===== config.mk =====
export PLATFORM = sky130hd
export DESIGN_NAME = serial_word_assembler
export DESIGN_NICKNAME = d
export VERILOG_FILES = /design/src/rtl/serial_word_assembler.sv
export SDC_FILE = /design/constraint.sdc
export NUM_CORES = 1
export LEC_CHECK = 0
export BUFFER_PORTS_ARGS = -buffer_cell sky130_fd_sc_hd__buf_2
export CAP_MARGIN = 10
export CORE_MARGIN = 3
export CORE_UTILIZATION = 35
export CTS_CLUSTER_SIZE = 12
export DETAILED_ROUTE_END_ITERATION = 7
export PLACE_DENSITY_LB_ADDON = 0.1
export RECOVER_POWER = 100
export SLEW_MARGIN = 20
export SYNTH_ARGS = -nofsm -noshare
export SYNTH_HDL_FRONTEND = slang
export SYNTH_SLANG_ARGS = --single-unit

===== constraint.sdc =====
create_clock -name clk -period 4.3 [get_ports clk]
set_input_delay 0.86 -clock clk [delete_from_list [all_inputs] [get_ports clk]]
set_output_delay 0.86 -clock clk [all_outputs]
set_load 0.05 [all_outputs]

===== src/rtl/serial_word_assembler.sv =====
// Serial-to-parallel word assembler: gathers LSB-first valid bits into a WIDTH-bit word and
// hands it downstream over a valid/ready output register. Optional parity: WORD_PARITY_EN.
module serial_word_assembler #(
  parameter int unsigned WIDTH = 16
) (
  input  logic             clk,
  input  logic             rst,
  input  logic             bit_i,
  input  logic             bit_valid_i,
  output logic [WIDTH-1:0] word_o,
  output logic             word_valid_o,
  input  logic             word_ready_i,
  output logic [4:0]       bit_cnt_o,
  output logic             ovf_o
`ifdef WORD_PARITY_EN
  ,
  output logic             parity_o
`endif
);

  typedef enum logic [0:0] {StFill, StHold} state_e;

  localparam logic [4:0] LastIdx = 5'(WIDTH - 1);
  // At WIDTH=32 a full shift register wraps the 5-bit count to 0.
  localparam logic [4:0] FullCnt = 5'(WIDTH);

  state_e           r_state;
  logic [WIDTH-1:0] r_sr;
  logic [4:0]       r_cnt;
  logic [WIDTH-1:0] r_or;
  logic             r_valid;
  logic             r_ovf;

  logic [WIDTH-1:0] w_bit_mask;
  logic [WIDTH-1:0] w_sr_upd;
  logic             w_consume;
  logic             w_or_free;
  logic             w_last_bit;

  always_comb begin
    w_bit_mask = WIDTH'(1) << r_cnt;
    w_sr_upd   = bit_i ? (r_sr | w_bit_mask) : r_sr;
    w_consume  = r_valid & word_ready_i;
    w_or_free  = ~r_valid | word_ready_i;
    w_last_bit = (r_cnt == LastIdx);
  end

  always_ff @(posedge clk) begin
    if (rst) begin
      r_state <= StFill;
      r_sr    <= '0;
      r_cnt   <= '0;
      r_or    <= '0;
      r_valid <= 1'b0;
      r_ovf   <= 1'b0;
    end else begin
      // A consumed word drops valid unless a new word loads at the same edge.
      if (w_consume) begin
        r_valid <= 1'b0;
      end
      unique case (r_state)
        StFill: begin
          if (bit_valid_i) begin
            if (!w_last_bit) begin
              r_sr  <= w_sr_upd;
              r_cnt <= r_cnt + 5'd1;
            end else if (w_or_free) begin
              r_or    <= w_sr_upd;
              r_valid <= 1'b1;
              r_sr    <= '0;
              r_cnt   <= '0;
            end else begin
              r_sr    <= w_sr_upd;
              r_cnt   <= FullCnt;
              r_state <= StHold;
            end
          end
        end
        StHold: begin
          if (bit_valid_i) begin
            r_ovf <= 1'b1;
          end
          if (w_consume) begin
            r_or    <= r_sr;
            r_valid <= 1'b1;
            r_sr    <= '0;
            r_cnt   <= '0;
            r_state <= StFill;
          end
        end
        default: r_state <= StFill;
      endcase
    end
  end

`ifdef WORD_PARITY_EN
  logic r_parity;

  // Tracks r_or: updated on exactly the edges that load a new word.
  always_ff @(posedge clk) begin
    if (rst) begin
      r_parity <= 1'b0;
    end else if (r_state == StFill && bit_valid_i && w_last_bit && w_or_free) begin
      r_parity <= ^w_sr_upd;
    end else if (r_state == StHold && w_consume) begin
      r_parity <= ^r_sr;
    end
  end

  assign parity_o = r_parity;
`endif

  assign word_o       = r_or;
  assign word_valid_o = r_valid;
  assign bit_cnt_o    = r_cnt;
  assign ovf_o        = r_ovf;

endmodule


==> After elaboration in Yosys (flattened, before gate mapping) <==
Index checks and enable logic that the tools add are counted.
{ "op_classes": {"bitwise": 5, "n_div": 0, "muxes": 27, "mul": 0, "n_reduce_logical": 3, "eq_ne": 5, "order_cmp": 0, "n_addsub": 1, "shift": 1} }
{ "op_table": {"columns": ["op", "n"], "rows": [
  ["two-way mux 16 bit", 9],
  ["case mux 16 bit (2 select lines)", 2],
  ["two-way mux 5 bit", 4],
  ["bitwise OR 16 bit", 1],
  ["left shift 1 x 5 -> 16 bit (first input constant)", 1],
  ["case mux 5 bit (2 select lines)", 1],
  ["two-way mux 1 bit", 9],
  ["!= test 2 bit (second input constant)", 3],
  ["adder 5 x 1 -> 5 bit (second input constant)", 1],
  ["equality test 5 x 4 -> 1 bit (second input constant)", 1],
  ["case mux 1 bit (2 select lines)", 2],
  ["AND reduction 2 bit", 2],
  ["AND reduction 4 bit", 1],
  ["!= test 2 x 1 -> 1 bit (second input constant)", 1],
  ["NOT 1 bit", 2],
  ["bitwise AND 1 bit", 1],
  ["bitwise OR 1 bit", 1]
]} }
{ "word_totals": {"wordCells": 48, "mem_bits_ro": 0, "inputBits": 5, "mem_bits_rw": 0, "reg_bits": 40, "out_inout_bits": 23, "memories": 0, "latchBits": 0} }

==> Longest topological paths before layout <==
Gate-level depths: netlist of run 1.
{ "logic_depth": {"ltp_word": 7, "ltp_mapped": 6, "mapped_depth_nobuf": 5} }

==> Worst setup path after synthesis of run 1 <==
OpenSTA, ideal clock, no wires.
{ "synth_path": {"path_type": "register to register", "startpoint": "register r_cnt[2] (netlist: bit_cnt_o[2])", "endpoint": "register r_cnt[2] (netlist: bit_cnt_o[2])", "arrival_time_ns": 2.074, "period_less_slack_ns": 2.144, "setup_ns": 0.070, "path_slack_ns": 2.156, "path_stages_with_launch": 7, "t_required_ns": 4.230, "path_buffers": 2, "path_cell_list": "dfxtp_1 clkbuf_8 clkbuf_1 inv_1 ha_1 or3_1 a21oi_1"} }
{ "synth_between": {"elab_chain_len": 4, "word_cells_on_any_way": 5, "cone_classes": "add/sub: 1; eq/ne: 1; mux: 3"} }
{ "synth_lines": {"columns": ["element", "line", "rtl"], "rows": [
  ["start, declared", "29", "logic [4:0] r_cnt;"],
  ["start signal, assigned", "66", "r_cnt <= r_cnt + 5'd1;"],
  ["start signal, assigned", "74", "r_cnt <= FullCnt;"],
  ["adder 5 x 1 -> 5 bit or equality test 5 x 4 -> 1 bit (tied branches)", "66, 45", null],
  ["two-way mux 5 bit (*)", "64", "if (!w_last_bit) begin"],
  ["two-way mux 5 bit (*)", "63", "if (bit_valid_i) begin"],
  ["case mux 5 bit (2 select lines) (*)", "61", "unique case (r_state)"]
]} }
Mark *: on every way between the ends. The rest lies on a longest branch, timed or not. The select of a mux whose other input is x is not followed.
A chain may end at the register's enable or synchronous reset.

==> Final worst setup path of run 1 <==
{ "layout_path": {"startpoint": "register r_cnt[2] (netlist: bit_cnt_o[2])", "endpoint": "output port bit_cnt_o[2]"} }
{ "layout_rtl": {"columns": ["element", "line", "rtl"], "rows": [
  ["end, declared", "13", "output logic [4:0] bit_cnt_o,"]
]} }
No word-level cell between the ends.

==> reports/metrics.cfg, run 1 <==
[run_status]
outcome=finished, final reports clean

[global_routing]
grt_pass1_vias=1620
met3_usage=0.03140
top_usage_layer=met2
grt_use_met2=0.2377
met1_usage=0.2037
grt_start_max_net_pins=32
antenna_found_initial=0
grt_use_total=0.1499
grt_pass1_wl_um=8659
overflow=0

[critical_path]
critPathCaptureType=primary output
crit_chain=clkbuf_1
crit_arrival_ns=1.59
crit_path_max_incr_delay_ns=0.78
critPathKind=flop to primary output
crit_path_top_delay_cell=dfxtp_1
reg2reg_depth=3
cp_max_fo=23
critPathLaunchType=flop
r2r_end=r_sr[9]
r2r-start=bit_cnt_o[2]
worst-path-buf-inv=1
cp.required_ns=3.44
reg2reg_slack_ns=1.86
crit_family=flip-flops

[power_and_ir_drop]
p_switching_w=0.0001705
p_clk_frac=0.361
p_leak_nw=0.6417
p_int_w=0.0004963
power_frac_comb=0.074
p_seq_frac=0.564
pwr_density_cell_nw_per_um2=313.1
swShare=0.2557
vdd_drop_max_mv=0.1461

[placed_design]
io_buffers=27
post-dp-hpwl_um=3524
place_inst=281
placedInstanceArea_um2=2127
gp_congestion=0.7260

[timing]
slew_headroom=0.07111
period_minus_slack_ns=2.454
clock_skew_ns=0.008435
slew_violations=0
hold_viol_final=0
rsz0062_at_grt=false
fmaxAchievable_ghz=0.4075
fin_setup_tns_ns=0
min_period_over_period=0.5707
report.final.setup_viol=0
tightest_slew_ns=1.393

[detailed_routing]
wire_per_inst_um=17.78
routed_wl_um=5122
via_per_inst=5.733
ant_nets=0
drt_drc_violations_left=0
drt_iter0_markers=118
drtPass1Iterations=5
num_vias=1651

[cts]
cts_max_level=2
clk_pin_slew_ns=0.08
cts.sinks=40
cts.path.max_buffers=2
cts_root_buf=clkbuf_8
post_cts_buffers=0
numCtsBuffers=5
clk_latency_ns=0.29
postCtsHoldBufs=0
cts_resized=0
cts_tree=built

[flow_run]
max-cap-violations=0

[logic_synthesis]
netlist_area_um2=2162
synth.net_count=215
synth_cells=204
synth_warnings=0
synth_cell_types=42
ys_ff_latch=40
yosysSeqAreaShare=0.3704
syn_area_per_cell_um2=10.60

[finish]
synthToLayoutAreaGrowth_pct=-1.505
multi_input_area_um2=988.4
antennaDiodeCount=0
nNetsFinal=227
most-common-layout-cells=dfxtp_1, a21oi_1, clkbuf_1
final_cells=288
final_util=0.3708
stdcell_area_um2=2130
drive_gt1_frac=0.1111
fillCellCount=626
final_common_cell=dfxtp_1
seq_area_um2=800.8

[hold_path]
min_path_type=flop to flop
whs_endpoint=r_sr[10]
worst_hold_startpoint=r_sr[10]
hold_depth=2

[floorplan]
die_x_um=84.60
std_cell_rows=27
fp.coreArea_um2=5743
die_area_um2=7156
pin_count=28
die_y_um=84.60
start_util=0.3765

==> routing by layer <==
layer,share of wire,vias up
met4,0.0041,0
met5,0,-
met1,0.47,810
met2,0.48,26
li1,-,813
met3,0.046,2
==> metrics by stage <==
stage / worst slack, ns / hold WS [ns] / total power (W)
after floorplan: 2.156 / 0.4228 / 0.0004265
after global placement: 1.927 / 0.4336 / 0.0004343
after detailed placement: 1.877 / 0.4394 / 0.0004354
after CTS: 1.938 / 0.4492 / 0.0006737
after global routing: 1.575 / 0.4566 / 0.0006945
final: 1.846 / 0.4493 / 0.0006668
==> power by group through the flow <==
stage | clock (W) | combinational [W] | sequential, W
final | 0.000241 | 0.0000496 | 0.000376
after global routing | 0.000263 | 0.0000546 | 0.000377
after CTS | 0.000247 | 0.0000504 | 0.000376
after detailed placement | 0 | 0.0000503 | 0.000385
after global placement | 0 | 0.0000493 | 0.000385
after floorplan | 0 | 0.0000375 | 0.000389
==> worst min-delay path, stage by stage (launching register included) <==
cell and delay (ns):
dfxtp_1 0.31, inv_1 0.04, a21oi_1 0.05
==> Yosys cell counts, drive strengths merged <==
cell / count / share of area
o2111ai: 3 / 0.012
o32ai: 1 / 0.0041
a32o: 3 / 0.014
o21ai: 1 / 0.0023
o2111a: 1 / 0.0052
and2b: 5 / 0.020
o311ai: 1 / 0.0075
mux2i: 1 / 0.0046
nand4b: 1 / 0.011
a31oi: 5 / 0.014
o211ai: 8 / 0.028
nand4: 1 / 0.0029
a22o: 2 / 0.0081
inv: 17 / 0.030
a311oi: 20 / 0.089
or4: 1 / 0.0035
nand3b: 1 / 0.0035
and4bb: 1 / 0.0058
nand2b: 2 / 0.0058
nor4b: 1 / 0.011
nand3: 12 / 0.028
and3b: 1 / 0.0046
nor2: 1 / 0.0017
and4b: 1 / 0.0064
clkbuf: 11 / 0.065
dfxtp: 40 / 0.37
a21oi: 26 / 0.060
buf: 11 / 0.055
or3: 2 / 0.0058
ha: 6 / 0.035
a211oi: 14 / 0.067
nor3b: 1 / 0.0058
o31ai: 1 / 0.0098
and3: 1 / 0.0029
==> worst max path at each step <==
stage	startpoint	end	slack, ns	cells past startpoint
after CTS	bit_cnt_o[2]	bit_cnt_o[2]	1.94	1
after detailed placement	bit_valid_i	word_o[5]	1.88	4
after global routing	bit_cnt_o[2]	r_sr[1]	1.58	3
after floorplan	bit_cnt_o[2]	bit_cnt_o[2]	2.16	6
after global placement	bit_valid_i	word_o[4]	1.93	4
final	bit_cnt_o[2]	bit_cnt_o[2]	1.85	1
==> state kept, by name (all words and copies together) (netlist names) <==
name          flops
bit_cnt_o         5
ovf_o             1
r_sr             16
r_state           1
word_o           16
word_valid_o      1
==> cells by family (layout without fill, tap and decap cells) <==
| kind of cell | count (synthesis) | count (layout) | share of synthesized area |
|---|---|---|---|
| muxes | 1 | 1 | 0.004630 |
| and+or+nand+nor | 32 | 32 | 0.1186 |
| buffers and inverters | 39 | 51 | 0.1499 |
| DFF | 40 | 40 | 0.3704 |
| adders and majority gates | 6 | 6 | 0.03472 |
| AOI/OAI and AO/OA | 86 | 86 | 0.3218 |
==> area by class of cell <==
cell class	instances	share of cell area
multi-input cells	125	0.4642
well taps	72	0.04230
clock inverters	2	0.005875
clock buffers	5	0.03231
repair buffers	27	0.04935
flip-flops and latches	40	0.3760
inverters	17	0.02996
Power figures use the tool's default switching activity.
==> run 2: changes to the inputs <==
==> constraint.sdc (replaced) <==
create_clock -name clk -period 2 [get_ports clk]
set_input_delay 0.4 -clock clk [delete_from_list [all_inputs] [get_ports clk]]
set_output_delay 0.4 -clock clk [all_outputs]
set_load 0.05 [all_outputs]
==> reports/metrics.cfg, run 2 (same netlist as run 1, synthesis figures left out) <==
[run_status]
outcome=finished, final reports clean

[critical_path]
r2r-start=bit_cnt_o[0]
crit_arrival_ns=1.98  ; +0.39 ns
reg2reg_slack_ns=0.22  ; -1.64 ns
cp.required_ns=2.20  ; -1.24 ns
startpoint=bit_cnt_o[0]
cp_max_fo=20  ; -13%
endpoint=r_sr[14]
reg2reg_depth=4  ; +1
critPathKind=flop to flop
critPathLaunchType=flop
critPathCaptureType=flop
r2r_end=r_sr[14]

[power_and_ir_drop]
vdd_drop_max_mv=0.2517  ; +72%
pwr_density_cell_nw_per_um2=721.9  ; +130%
p_leak_nw=0.7374  ; +15%

[detailed_routing]
drt_drc_violations_left=0  ; unchanged
wire_per_inst_um=17.84  ; +0.32%
via_per_inst=5.743  ; +0.18%
ant_nets=0  ; unchanged
routed_wl_um=5281  ; +3.1%
num_vias=1700  ; +3.0%
drt_iter0_markers=94  ; -20%
drtPass1Iterations=4  ; -1

[placed_design]
gp_congestion=0.8090  ; +11%
pre_cts_ws_ns=0.2622  ; -1.614 ns
io_buffers=27  ; unchanged
post-dp-hpwl_um=3685  ; +4.6%
placedInstanceArea_um2=2181  ; +2.5%

[timing]
fin_setup_tns_ns=0  ; unchanged
timing.final.ws_setup_ns=0.2186  ; -1.627 ns
hold_ws_ns=0.3488  ; -0.1004 ns
clock_skew_ns=0.006543  ; -0.001892 ns
period_minus_slack_ns=1.781
slew_violations=0  ; unchanged
slew_headroom=0.5959  ; +0.5247
report.final.setup_viol=0  ; unchanged
min_period_over_period=0.8907
fmaxAchievable_ghz=0.5614
hold_viol_final=0  ; unchanged
tightest_slew_ns=0.6088  ; -0.7845 ns
rsz0062_at_grt=false

[finish]
multi_input_area_um2=993.5  ; +0.51%
final_util=0.3874  ; +0.01656
stdcell_area_um2=2225  ; +4.5%
seq_area_um2=802.0  ; +0.16%
synthToLayoutAreaGrowth_pct=2.893
antennaDiodeCount=0  ; unchanged
most-common-layout-cells=dfxtp_1, a21oi_1, clkbuf_1
final_common_cell=dfxtp_1
drive_gt1_frac=0.1607  ; +0.04960
fillCellCount=628  ; +0.32%
nNetsFinal=234  ; +3.1%

[cts]
cts_root_buf=clkbuf_8
cts_max_level=2  ; unchanged
post_cts_buffers=0  ; unchanged
clk_latency_ns=0.30  ; about the same
clk_pin_slew_ns=0.09  ; about the same
postCtsHoldBufs=0  ; unchanged
cts.sinks=40  ; unchanged
numCtsBuffers=5  ; unchanged
cts.path.max_buffers=2  ; unchanged
cts_resized=0  ; unchanged
cts_tree=built

[flow_run]
max-cap-violations=0  ; unchanged

[global_routing]
grt_use_total=0.1491  ; -0.0007565
antenna_found_initial=0  ; unchanged
grt_start_max_net_pins=32  ; unchanged
overflow=0  ; unchanged
grt_pass1_wl_um=8645  ; -0.16%
grt_pass1_vias=1732  ; +6.9%

[floorplan]
start_util=0.3765  ; unchanged
die_area_um2=7156  ; unchanged
std_cell_rows=27  ; unchanged
fp.coreArea_um2=5743  ; unchanged
die_x_um=84.60  ; unchanged
die_y_um=84.60  ; unchanged
pin_count=28  ; unchanged

[hold_path]
min_path_type=input pin to flop
worst_hold_startpoint=word_ready_i

-- run 2: changes by cell type in the layout (fill, tap and decap cells not counted), moves of 2 or more --
cell      before  now
clkbuf_1      24   22
buf_4          0    7
a211oi_1      13   11
a211oi_2       1    3
-- run 2: final cells by class --
class / count / area share
timing repair buffer: 34 / 0.07199
tap: 72 / 0.04050
clock inverter: 3 / 0.02081
multi-input combinational: 125 / 0.4466
clock buffer: 5 / 0.03093
inverter: 17 / 0.02868
sequential: 40 / 0.3605
-- run 2: power breakdown --
part	internal (W)	leakage [nW]	switching (W)	total (W)
clock	0.000376	0.0548	0.000311	0.000687
sequential	0.000802	0.323	0.00000674	0.000808
combinational	0.0000319	0.359	0.0000783	0.000110
total	0.00121	0.737	0.000396	0.00161
-- run 2: stage by stage --
stage               std cells  power (W)
floorplan                 204  0.0009170
global placement          288  0.0009415
detailed placement        288  0.0009417
CTS                       296   0.001632
global route              296   0.001670
finish                    296   0.001606
-- run 2: critical path, stage by stage (launching register included) --
cell and delay (ns):
dfxtp_1 0.44, ha_1 0.32, and4b_4 0.46, a311oi_2 0.21, a32o_1 0.25
-- run 2: layer usage --
| metal | vias up | track usage | share of wire |
|---|---|---|---|
| met2 | 36 | 0.2477 | 0.47 |
| li1 | 828 | - | - |
| met4 | 0 | 0.05468 | 0.018 |
| met3 | 8 | 0.03435 | 0.044 |
| met1 | 828 | 0.1877 | 0.46 |
| met5 | - | 0 | 0 |
-- run 2: worst min-delay path by stage --
stage / to / cells after the start
floorplan: r_sr[0] / 2
finish: r_state / 2
detailed placement: r_sr[8] / 2
global route: r_state / 2
CTS: r_state / 2
global placement: r_sr[8] / 2
